`config.mk`:
```
export PLATFORM = sky130hd
export DESIGN_NAME = run_fifo
export DESIGN_NICKNAME = d
export VERILOG_FILES = /design/src/rtl/run_fifo.sv
export SDC_FILE = /design/constraint.sdc
export NUM_CORES = 1
export LEC_CHECK = 0
export CAP_MARGIN = 20
export CORE_MARGIN = 8
export CORE_UTILIZATION = 43
export CTS_CLUSTER_SIZE = 28
export DETAILED_ROUTE_END_ITERATION = 6
export SYNTH_ARGS = -nofsm -noshare
export SYNTH_HDL_FRONTEND = slang
export SYNTH_SLANG_ARGS = --single-unit
export TNS_END_PERCENT = 30
```
`constraint.sdc`:
```
create_clock -name i_clk -period 4 [get_ports i_clk]
set_clock_uncertainty 0.2 [all_clocks]
set_input_delay 0.6 -clock i_clk [delete_from_list [all_inputs] [get_ports i_clk]]
set_output_delay 0.6 -clock i_clk [all_outputs]
set_load 0.01 [all_outputs]
```
`src/rtl/run_fifo.sv`:
```
// First-word-fall-through FIFO feeding one merger input with sorted runs.
// A zero word terminates a run; buffered terminators are counted for upstream.
module run_fifo #(
   parameter int DATA_W   = 32,
   parameter int DEPTH    = 16,
   parameter int ADDR_W   = 4,
   parameter int AF_LEVEL = 12
) (
   input  logic              i_clk,
   input  logic              i_rst_n,
   input  logic              i_wr_en,
   input  logic [DATA_W-1:0] i_wr_data,
   output logic              o_full,
   output logic              o_almost_full,
   input  logic              i_rd_en,
   output logic [DATA_W-1:0] o_rd_data,
   output logic              o_empty,
   output logic              o_head_zero,
   output logic [ADDR_W:0]   o_count,
   output logic [ADDR_W:0]   o_runs,
   output logic              o_overflow,
   output logic              o_underflow
);

   localparam logic [ADDR_W:0] FULL_LVL = (ADDR_W+1)'(DEPTH);
   localparam logic [ADDR_W:0] AF_LVL   = (ADDR_W+1)'(AF_LEVEL);

   logic [DATA_W-1:0] mem [DEPTH];
   logic [ADDR_W-1:0] wr_ptr;
   logic [ADDR_W-1:0] rd_ptr;
   logic [ADDR_W:0]   count;
   logic [ADDR_W:0]   runs;
   logic              overflow;
   logic              underflow;

   logic              empty;
   logic              full;
   logic              rd_ok;
   logic              wr_ok;
   logic              push_term;
   logic              pop_term;
   logic [DATA_W-1:0] head;

   assign empty     = (count == '0);
   assign full      = (count == FULL_LVL);
   assign head      = mem[rd_ptr];

   // A pop on a full FIFO frees the slot the simultaneous push needs.
   assign rd_ok     = i_rd_en & ~empty;
   assign wr_ok     = i_wr_en & (~full | rd_ok);
   assign push_term = wr_ok & (i_wr_data == '0);
   assign pop_term  = rd_ok & (head == '0);

   always_ff @(posedge i_clk) begin
      if (wr_ok) begin
         mem[wr_ptr] <= i_wr_data;
      end
   end

   always_ff @(posedge i_clk or negedge i_rst_n) begin
      if (!i_rst_n) begin
         wr_ptr    <= '0;
         rd_ptr    <= '0;
         count     <= '0;
         runs      <= '0;
         overflow  <= 1'b0;
         underflow <= 1'b0;
      end else begin
         if (wr_ok) begin
            wr_ptr <= wr_ptr + 1'b1;
         end
         if (rd_ok) begin
            rd_ptr <= rd_ptr + 1'b1;
         end
         case ({wr_ok, rd_ok})
            2'b10:   count <= count + 1'b1;
            2'b01:   count <= count - 1'b1;
            default: count <= count;
         endcase
         case ({push_term, pop_term})
            2'b10:   runs <= runs + 1'b1;
            2'b01:   runs <= runs - 1'b1;
            default: runs <= runs;
         endcase
         if (i_wr_en & ~wr_ok) begin
            overflow <= 1'b1;
         end
         if (i_rd_en & empty) begin
            underflow <= 1'b1;
         end
      end
   end

   // Outputs depend on registered state only; an empty FIFO shows a clean zero.
   assign o_rd_data     = empty ? '0 : head;
   assign o_empty       = empty;
   assign o_full        = full;
   assign o_almost_full = (count >= AF_LVL);
   assign o_head_zero   = ~empty & (head == '0);
   assign o_count       = count;
   assign o_runs        = runs;
   assign o_overflow    = overflow;
   assign o_underflow   = underflow;

endmodule
```
==> metrics.md <==
| Metric | Value |
|---|---|
| Critical Path Max Stage Delay | `0.51 ns` |
| Worst rel slew slack | `55.4%` |
| Min Tclk post-route | `4.45 ns` |
| Switching share of total power | `31.8%` |
| Met2 usage | `32.0%` |
| Layout cell share with drive strength beyond 1 | `34.7%` |
| Core area | `47700 um2` |
| Area taken by flip-flops and latches | `15900 um2` |
| FF+latch count, synth | `532` |
| WL per Instance | `27.8 um` |
| Top cell type's share of synthesized area | `73.8%` |
| Pre-Repair DR Iteration Count | `6` |
| Fin. Hold Viols | `0` |
| TritonCTS clock tree | `built` |
| Final Util | `55.2%` |
| Layout net count | `1354` |
| Grt ovf | `0` |
| Setup CP Type | `flip-flop to output pin` |
| DIE AREA | `55700 um2` |
| Max_cap viols | `0` |
| GR met3 Demand/Resource | `3.66%` |
| Crit path buffers/inverters | `6` |
| Largest net degree at the start of global routing | `36` |
| Worst slew pin tran | `0.667 ns` |
| # DRC | `0` |
| Die W | `236 um` |
| Setup-failing EPs final | `4` |
| Via/cell ratio | `5.77` |
| Clock Pin Slew Worst Setup and Hold Paths | `0.06 ns` |
| Max clock buf depth | `3` |
| Status | `finished, violations left` |
| Vias | `11.3k` |
| First-pass GRT wire length | `79.3 mm` |
| Power Internal | `0.0134 W` |
| Initial antenna violation count | `1` |
| Max H-tree Level | `2` |
| Fmax | `225 MHz` |
| Syn. warnings | `0` |
| Num rows | `80` |
| Detail Route Antenna Nets | `0` |
| Critical Path Start Type | `flip-flop` |
| CTS Buf Count | `55` |
| Max VDD drop | `0.392 mV` |
| GPL Wtd Cong | `0.791` |
| RSZ-0062 raised after global routing | `yes` |
| I/O Buffers | `83` |
| Part of the power in registers | `35.3%` |
| Post-Syn Area | `20800 um2` |
| Worst slack, placed | `-0.836 ns` |
| Max-slew violation count | `0` |
| Sequential share of the synthesized area | `76.2%` |
| Num ports | `84` |
| Mapped Cells | `1009` |
| Final-layout fill cell count | `3640` |
| Hold-fix buffers, CTS | `0` |
| Setup Total Neg Slack | `-1.03 ns` |
| Final worst-path cycle share | `111%` |
| Area Growth Syn to Fin | `26.5%` |
| Ys async rst share | `3.76%` |
| 1st-iter DRT viols | `1058` |
| Crit-path leading delay family | `multiplexers` |
| Net Sw Power | `0.00627 W` |
| Sink Count | `532` |
| Total Wirelength | `54.6 mm` |
| Synth cell count leaders | `512 x edfxtp_1, 117 x mux4_2, 41 x nand2_1` |
| Footprint of the multi-input gates | `5070 um2` |
| CTS Root Cell | `clkbuf_16` |
| Vias in the first global route | `11.6k` |
| Clk pwr share | `24.6%` |
| Leakage power | `8.95 nW` |
| Reg2Reg Launch Point | `rd_ptr[0]` |
| Comb pwr share | `40.2%` |
| Critical Path RT | `3.20 ns` |
| Area leader, netlist | `edfxtp_1` |
| GR peak layer | `met2` |
| Syn Nets | `1057` |
| Count of cell types in the netlist | `48` |
| GRT met1 Usage | `26.2%` |
| Worst-path fanout max | `8` |
| Gr usage total | `19.5%` |
| Synth area leaders | `edfxtp_1 74%, mux4_2 13%, dfrtp_1 2.4%, mux2i_1 1.4%, a22oi_1 1.4%` |
| Die Span Y | `236 um` |
| Worst-Skew Late Latency | `0.59 ns` |
| R2r endpoint | `o_runs[4]` |
| Critical path's slowest cell | `dfrtp_4` |
| Critical Path AT | `3.65 ns` |
| Reg2reg setup slack | `-0.37 ns` |
| HPWL after DPL | `32.2 mm` |
| Setup crit end kind | `output pin` |
| Mean post-synth cell area | `20.6 um2` |
| Final worst slack | `-0.447 ns` |
| Critical path, cell by cell | `buf_12, buf_16, buf_12, mux4_2, mux4_2, nor4_2, buf_4, nand4b_1, nor4_2, buf_4, buf_6` |
| Worst R2R Path Depth | `20` |
| Most common cell in the synthesized netlist | `edfxtp_1` |
| Initial Util | `43.6%` |
| Power Density | `748 nW/um2` |
| Failing checks | `negative setup slack` |
| Top_reg_cell synth | `edfxtp_1` |
| Min-Delay Path Class | `primary input to asynchronous set/reset pin` |
| Post-synth EDFFs | `512` |
cell families after synthesis:
logic type	share of synthesized area, %
flops	76.2
mux	14.3
simple gates	2.96
compound gates	3.71
buf+inv	1.39
xor+xnor	0.715
fa+ha+maj	0.757
worst register-to-register path, cell delays in order (launching register included):
cell and delay [ns]:
dfrtp_4 0.51, buf_12 0.14, buf_16 0.14, buf_6 0.12, mux4_2 0.43, a22oi_2 0.23, nand2_1 0.12, nor4_2 0.23
buf_4 0.19, nand4b_1 0.13, buf_4 0.17, nor4_4 0.27, buf_4 0.17, ha_4 0.15, xor2_2 0.12, ha_2 0.20
nor2b_4 0.14, a22oi_1 0.08, o32a_1 0.28, nor2_1 0.12, xor2_1 0.14
sequential cells by signal (all words and copies together) (netlist names):
signal and flops:
wr_ptr 4, o_count 5, o_underflow 1, rd_ptr 4
o_runs 5, o_overflow 1, mem 512
power groups by stage:
stage,combinational (W),clock (W),sequential [W]
finish,0.00792,0.00485,0.00695
global route,0.00841,0.00513,0.00700
CTS,0.00779,0.00494,0.00695
detailed placement,0.00727,0,0.00713
global placement,0.00723,0,0.00710
floorplan,0.00372,0,0.00699
final cells by class:
type | instances | share of cell area (%)
multi-input combinational | 417 | 19.3
inverter | 10 | 0.143
clock inverter | 37 | 0.912
sequential | 532 | 60.3
tap | 615 | 2.92
clock buffer | 64 | 5.51
antenna | 1 | 0.00950
timing repair buffer | 290 | 10.9
how the worst max path moves through the flow:
| stage | from | end | depth (start not counted) |
|---|---|---|---|
| 2_1_floorplan | o_count[0] | mem[1][0] | 7 |
| 3_3_place_gp | rd_ptr[0] | o_runs[4] | 18 |
| 3_5_place_dp | rd_ptr[0] | o_runs[4] | 18 |
| 4_1_cts | rd_ptr[0] | o_runs[4] | 18 |
| 5_1_grt | rd_ptr[0] | o_runs[4] | 20 |
| 6_report | rd_ptr[0] | o_head_zero | 11 |
layer usage:
layer / vias to the layer above / share of wire (%)
met2: 429 / 49
li1: 4809 / -
met4: 2 / 2.5
met5: - / 0.024
met3: 96 / 7.0
met1: 6009 / 42
metrics by stage:
step,total power [W],cells,instance area (um2),hold WS [ns]
floorplan,0.0107,1009,20900,0.104
global placement,0.0143,1836,24000,0.243
detailed placement,0.0144,1837,24000,0.247
CTS,0.0197,1957,26100,0.104
global route,0.0205,1965,26300,0.139
finish,0.0197,1966,26300,0.121
cell usage in the layout, fill, tap and decap left out, types with 7 or more instances in the layout:
cell type,count
clkinv_1,20
nor4_1,9
a22oi_1,22
nor2b_1,9
clkbuf_1,7
ha_1,8
xnor2_1,8
buf_6,14
mux2i_1,30
nor2_1,18
nand2_1,37
buf_12,24
dfrtp_1,18
clkbuf_16,58
nor2_4,14
edfxtp_1,512
buf_4,162
clkinv_2,12
a22oi_2,16
mux4_2,117
xor2_1,8
a221oi_1,8
a21oi_1,22
inv_1,10
dlygate4sd2_1,7
a221oi_2,8
clkdlybuf4s50_1,68
timing repair:
action | 4_1_cts | 5_1_grt
gates cloned | 2 | 1
endpoints found under the setup margin | 26 | 22
resized for setup | 67 | 27
pin swaps | 20 | 18
setup buffers | 17 | 8
No activity file was read; power rests on OpenSTA's default activity.
